$ cat config.mk
export PLATFORM = sky130hd
export DESIGN_NAME = lfsr_seq_ctrl
export DESIGN_NICKNAME = d
export VERILOG_FILES = /design/src/rtl/lfsr_seq_ctrl_pkg.sv /design/src/rtl/lfsr_step_cnt.sv /design/src/rtl/lfsr_seq_ctrl.sv
export SDC_FILE = /design/constraint.sdc
export NUM_CORES = 1
export LEC_CHECK = 0
export ABC_AREA = 0
export CAP_MARGIN = 20
export CORE_MARGIN = 5
export CORE_UTILIZATION = 45
export DETAILED_ROUTE_END_ITERATION = 7
export PLACE_DENSITY = 0.9
export SLEW_MARGIN = 25
export SYNTH_ARGS = -nofsm -noshare
export SYNTH_HDL_FRONTEND = slang
export SYNTH_SLANG_ARGS = --single-unit
$ cat constraint.sdc
create_clock -name clk -period 4.2 [get_ports clk]
set_input_delay 0.84 -clock clk [delete_from_list [all_inputs] [get_ports clk]]
set_output_delay 0.84 -clock clk [all_outputs]
set_load 0.03 [all_outputs]
$ cat src/rtl/lfsr_seq_ctrl_pkg.sv
// Shared definitions for the LFSR sequencing controller: state encoding and default word width.
`timescale 1ns/1ps
package lfsr_seq_ctrl_pkg;

  localparam int DEFAULT_WIDTH = 4;

  localparam logic [1:0] ST_IDLE = 2'd0;
  localparam logic [1:0] ST_LOAD = 2'd1;
  localparam logic [1:0] ST_RUN  = 2'd2;
  localparam logic [1:0] ST_FIN  = 2'd3;

endpackage

$ cat src/rtl/lfsr_step_cnt.sv
// Step counter: counts enabled cycles, cleared synchronously, flags when the limit is reached.
`timescale 1ns/1ps
module lfsr_step_cnt #(
  parameter int               cnt_w = 5,
  parameter logic [cnt_w-1:0] limit = 5'd16
) (
  input  logic             clk,
  input  logic             reset,
  input  logic             clr,
  input  logic             en,
  output logic [cnt_w-1:0] cnt,
  output logic             at_limit
);

  always_ff @(posedge clk or negedge reset) begin
    if (!reset) begin
      cnt <= '0;
    end else if (clr) begin
      cnt <= '0;
    end else if (en) begin
      cnt <= cnt + 1'b1;
    end
  end

  assign at_limit = (cnt == limit);

endmodule

$ cat src/rtl/lfsr_seq_ctrl.sv
// Control stage for the LFSR counter: loads a seed, counts until the counter reaches the
// target or the step budget runs out, then reports done/timeout/err_seed and the step count.
`timescale 1ns/1ps
module lfsr_seq_ctrl
  import lfsr_seq_ctrl_pkg::*;
#(
  parameter int width   = DEFAULT_WIDTH,
  parameter int TIMEOUT = 2**width
) (
  input  logic             clk,
  input  logic             reset,
  input  logic             start,
  input  logic [width-1:0] seed,
  input  logic [width-1:0] target,
  input  logic             pause,
  input  logic [width-1:0] lfsr_q,
  output logic [width-1:0] data,
  output logic [width-1:0] count_to,
  output logic             load,
  output logic             cen,
  output logic             busy,
  output logic             done,
  output logic             timeout,
  output logic             err_seed,
  output logic [width:0]   steps,
  output logic [1:0]       dbg_state
);

  localparam logic [width:0] LIMIT = (width+1)'(TIMEOUT);

  logic [1:0] state;
  logic [1:0] state_nxt;
  logic       accept;
  logic       match;
  logic       at_limit;

  // A zero seed would lock the LFSR, so such a start is refused instead of accepted.
  assign accept = (state == ST_IDLE) && start && (seed != '0);
  assign match  = (lfsr_q == count_to);

  always_comb begin
    state_nxt = state;
    case (state)
      ST_IDLE: if (accept) state_nxt = ST_LOAD;
      ST_LOAD: state_nxt = ST_RUN;
      ST_RUN:  if (match || at_limit) state_nxt = ST_FIN;
      default: state_nxt = ST_IDLE;
    endcase
  end

  always_ff @(posedge clk or negedge reset) begin
    if (!reset) begin
      state    <= ST_IDLE;
      data     <= '0;
      count_to <= '0;
      done     <= 1'b0;
      timeout  <= 1'b0;
      err_seed <= 1'b0;
    end else begin
      state <= state_nxt;
      if (accept) begin
        data     <= seed;
        count_to <= target;
      end
      // Match outranks the step budget when both are seen in the same RUN cycle.
      done     <= (state == ST_RUN) && match;
      timeout  <= (state == ST_RUN) && !match && at_limit;
      err_seed <= (state == ST_IDLE) && start && (seed == '0);
    end
  end

  assign load      = (state == ST_LOAD);
  assign busy      = (state != ST_IDLE);
  assign cen       = (state == ST_RUN) && !pause && !match && !at_limit;
  assign dbg_state = state;

  lfsr_step_cnt #(
    .cnt_w (width + 1),
    .limit (LIMIT)
  ) u_step_cnt (
    .clk      (clk),
    .reset    (reset),
    .clr      (accept),
    .en       (cen),
    .cnt      (steps),
    .at_limit (at_limit)
  );

endmodule

-- Yosys cells after proc, flatten, opt, wreduce, memory -nomap -nowiden
Index checks and enable logic that the tools add are counted.
- output and inout bits: 21
- register bits: 18
- bits of input ports: 16
- logic and storage cells: 38
- multiplexer cells: 5
- reduce and logical (&&, ||, !) cells: 19
- equal/unequal tests: 6
- add/sub/neg operators: 1
- operator list (kind ; count):
    $mux W5 ; 2
    $logic_and A1 B1 Y1 ; 9
    $pmux W2 S3 ; 1
    $add A5 B1 Y5 const B ; 1
    $eq A5 B5 Y1 const B ; 1
    $eq A4 B4 Y1 ; 1
    $logic_not A4 Y1 ; 1
    $mux W2 ; 2
    $ne A2 B2 Y1 const B ; 2
    $reduce_bool A2 Y1 ; 2
    $reduce_bool A4 Y1 ; 1
    $logic_not A1 Y1 ; 3
    $eq A2 B1 Y1 const B ; 1
    $eq A2 B2 Y1 const B ; 1
    $logic_not A2 Y1 ; 1
    $reduce_and A2 Y1 ; 1
    $logic_or A1 B1 Y1 ; 1

-- Logic depth before layout (Yosys ltp)
- word-level depth: 6
- depth in mapped cells: 6
- depth with buffers taken out: 6

-- Modules after synthesis
A second synthesis with hierarchy kept.
- cells, all modules: 77
- area total of the unflattened synthesis: 987.2 µm²
- modules (own cells, without submodules) (module ; area an instance (µm²) ; instances ; cells each ; seq. area each (µm²)):
    lfsr_seq_ctrl ; 685.7 ; 1 ; 50 ; 325.3
    lfsr_step_cnt ; 301.5 ; 1 ; 27 ; 125.1

-- Worst setup path after synthesis
No wires, ideal clock.
- path type: input to output
- from: input port lfsr_q[1]
- to: output port cen
- data arrival time: 1.859 ns
- buffers on the path: 1
- required time: 3.360 ns
- setup slack: 1.501 ns
- stages: 5
- cells stage by stage: xor2_1 > or4_1 > buf_2 > nand3_1 > nor2_1
- cells in the longest elaborated chain, start to end: 4
- ends and longest elaborated chain (element ; RTL line ; source):
    start, declared ; lfsr_seq_ctrl.sv:16 ; input logic [width-1:0] lfsr_q,
    $eq A4 B4 Y1 ; lfsr_seq_ctrl.sv:39 ; assign match = (lfsr_q == count_to);
    $logic_not A1 Y1 ; lfsr_seq_ctrl.sv:74 ; assign cen = (state == ST_RUN) && !pause && !match && !at_limit;
    $logic_and A1 B1 Y1 (2 in series) ; lfsr_seq_ctrl.sv:74 ;
    end, declared ; lfsr_seq_ctrl.sv:20 ; output logic cen,
No other way between the ends.

-- Final worst setup path
Ends and elaborated chain as after synthesis.

==> flow_summary.yaml <==
logic_synthesis:
  yosysMostFrequentCell: "dfrtp_1"
  syn_area_um2: 938
  synth_nets: 102
  async_flop_share: 1.00
  synth_top_area_share: 0.480
  yosys_warnings: 0
  synth_cells: 80
  synth_cell_type_count: 28
  ys_top_cells_by_area: "dfrtp_1 48%, ha_1 8.0%, mux2_2 7.2%"
  post-synth-top-area-cell: "dfrtp_1"
  syn_area_per_cell_um2: 11.7
  synth_seq_cells: 18
  synth_commonest_cells: "18 x dfrtp_1, 6 x ha_1, 6 x mux2_2, 5 x inv_1, 4 x xor2_1"
  synth_edf_count: 0
  ys_seq_area_frac: 0.480
  synthFlopType: "dfrtp_1"
pwr:
  leakage_nw: 0.586
  vdd_drop_max_mv: 0.492
  p_int_mw: 0.549
  p_total_mw: 0.964
  seq_power_share: 0.303
  pwr-share-clk: 0.111
  power_density_nw_per_um2: 712
  swShare: 0.430
  power.switching_mw: 0.415
  combPwrFrac: 0.586
cts:
  numCtsBuffers: 3
  cts_tree: "built"
  cts_setup_buffers: 0
  clk_latency_ps: 290
  cts_root_buf: "clkbuf_4"
  clockBufferDepth: 2
  clk_pin_slew_ps: 100
  cts_resized: 0
  htreeDepth: 1
  cts_num_sinks: 18
  ctsHoldBuffers: 0
placement:
  globalplace.congestion: 0.796
  dpl.hpwl_um: 1740
  post-place-ws_ps: 501
  io_buffer_count: 36
die:
  initial_utilization: 0.473
  coreArea_um2: 1980
  rows: 16
  die-area_um2: 3100
  ios: 37
  die_w_um: 55.7
  die_h_um: 55.7
grt:
  grt_max_degree: 19
  antenna_found_initial: 0
  grt_pass1_vias: 860
  gr-total-overflow: 0
  use_met3: 0.0534
  grt_util_met1: 0.162
  grtUsageMet2: 0.270
  grt_pass1_wl_um: 3800
  grt.busiest_layer: "met2"
  track_usage: 0.153
status:
  outcome: "finished, final reports clean"
setup_path:
  cp_top_family: "buffers and inverters"
  rrSetupSlack_ps: 2020
  cp_slowest_stage_delay_ps: 660
  path_buf_inv: 2
  cp_cell_sequence: "clkdlybuf4s50_1, xor2_1, or4_1, nand3_1, nor2_1, clkdlybuf4s50_1"
  critPathSlowestCell: "or4_1"
  setup.worst_path.class: "in2out"
  cp-start-kind: "primary input"
  cp_data_arrival_time_ps: 2870
  crit_required_ps: 3360
  cp_common_cell: "clkdlybuf4s50_1"
  cp_max_fo: 7
  endpoint_kind: "output pin"
route:
  totalWireLength_um: 2160
  avgRoutedWirePerCell_um: 15.0
  drt_iter0_markers: 2
  viasPerCell: 5.40
  final_antenna_net_count: 0
  drc: 0
  vias: 777
  first_pass_iters: 5
timing:
  slew_violations: 0
  fin_ws_ps: 491
  setup_tns_ps: 0
  period_share: 0.883
  fmax_mhz: 270
  finClkSkew_ps: 1.39
  grt_setup_unrepaired: "no"
  relSlewSlack: 0.309
  tightest_slew_ps: 1030
  finalCriticalPeriod_ps: 3710
  setup_violations: 0
  finalHoldViolCount: 0
hold_path:
  hold_path.class: "reg2reg"
final_layout:
  area_delta_synth_final_pct: 44.3
  fin_nets: 140
  num_antenna_cells: 0
  drive_above_1_share: 0.128
run:
  cap_violations: 0
==> metrics by stage <==
step                instance area (um^2)  instances  hold slack, ps  utilization
floorplan                            938         80             544            -
global placement                    1320        140             481        0.665
detailed placement                  1320        140             487        0.665
CTS                                 1350        144             513        0.683
global route                        1350        144             535        0.683
finish                              1350        144             510        0.683
==> worst register-to-register path, delay by kind of cell, from the launching register on <==
family	cells	cell delay [ps]
compound gates	1	450
fa+ha+maj	1	270
buf+inv	1	100
flops	1	450
mux	1	310
simple gates	1	490
==> layout make-up <==
type / instances / area (um^2)
Fill cell: 161 / 628
Multi-Input combinational cell: 54 / 454
Sequential cell: 18 / 450
Timing Repair Buffer: 36 / 360
Clock buffer: 4 / 36.3
Tap cell: 27 / 33.8
Inverter: 5 / 18.8
==> power groups by stage <==
stage	Clock [mW]	Combinational (mW)	Sequential, mW
5_1_grt	0.118	0.610	0.302
3_5_place_dp	0	0.567	0.296
6_report	0.107	0.565	0.292
2_1_floorplan	0	0.242	0.407
3_3_place_gp	0	0.554	0.292
4_1_cts	0.111	0.572	0.294
==> layer usage <==
metal | routed length [um] | share of wire
met1 | 851 | 0.39
met2 | 1140 | 0.53
met3 | 128 | 0.059
met4 | 38 | 0.018
met5 | 0 | 0
==> final timing paths <==
kind                       cells past startpoint                 to          from
max reg2reg                                    5       dbg_state[1]  dbg_state[0]
min reg2reg                                    1            data[2]       data[2]
max in group asynchronous                      1  u_step_cnt.cnt[3]         reset
min                                            1            data[2]       data[2]
min in group asynchronous                      1            data[0]         reset
max                                            6                cen     lfsr_q[1]
==> cell usage in the layout, fill, tap and decap left out, types with 2 or more instances in the layout <==
| cell | n |
|---|---|
| nand3_1 | 2 |
| nand4_1 | 2 |
| o21a_1 | 3 |
| clkdlybuf4s50_1 | 36 |
| nor4_1 | 2 |
| and3_2 | 3 |
| nand2_1 | 3 |
| mux2_2 | 6 |
| xor2_1 | 4 |
| a21oi_1 | 3 |
| dfrtp_1 | 18 |
| nor2_1 | 2 |
| or4_1 | 3 |
| a32o_1 | 3 |
| ha_1 | 6 |
| clkbuf_4 | 3 |
| inv_1 | 5 |
==> registers in the layout, summed over array words and instances, names as in the netlist <==
register,count
count_to,4
dbg_state,2
u_step_cnt.cnt,5
done,1
err_seed,1
data,4
timeout,1
==> cell families (layout without fill, tap and decap cells) <==
family / Yosys count / after routing / share of synthesized area
DFF: 18 / 18 / 0.480
muxes: 7 / 7 / 0.0880
buffers and inverters: 8 / 45 / 0.0360
adders and majority gates: 6 / 6 / 0.0800
xor gates and xnor gates: 4 / 4 / 0.0373
and+or+nand+nor: 23 / 23 / 0.163
AOI/OAI and AO/OA: 14 / 14 / 0.116
No activity file was read; power rests on OpenSTA's default activity.
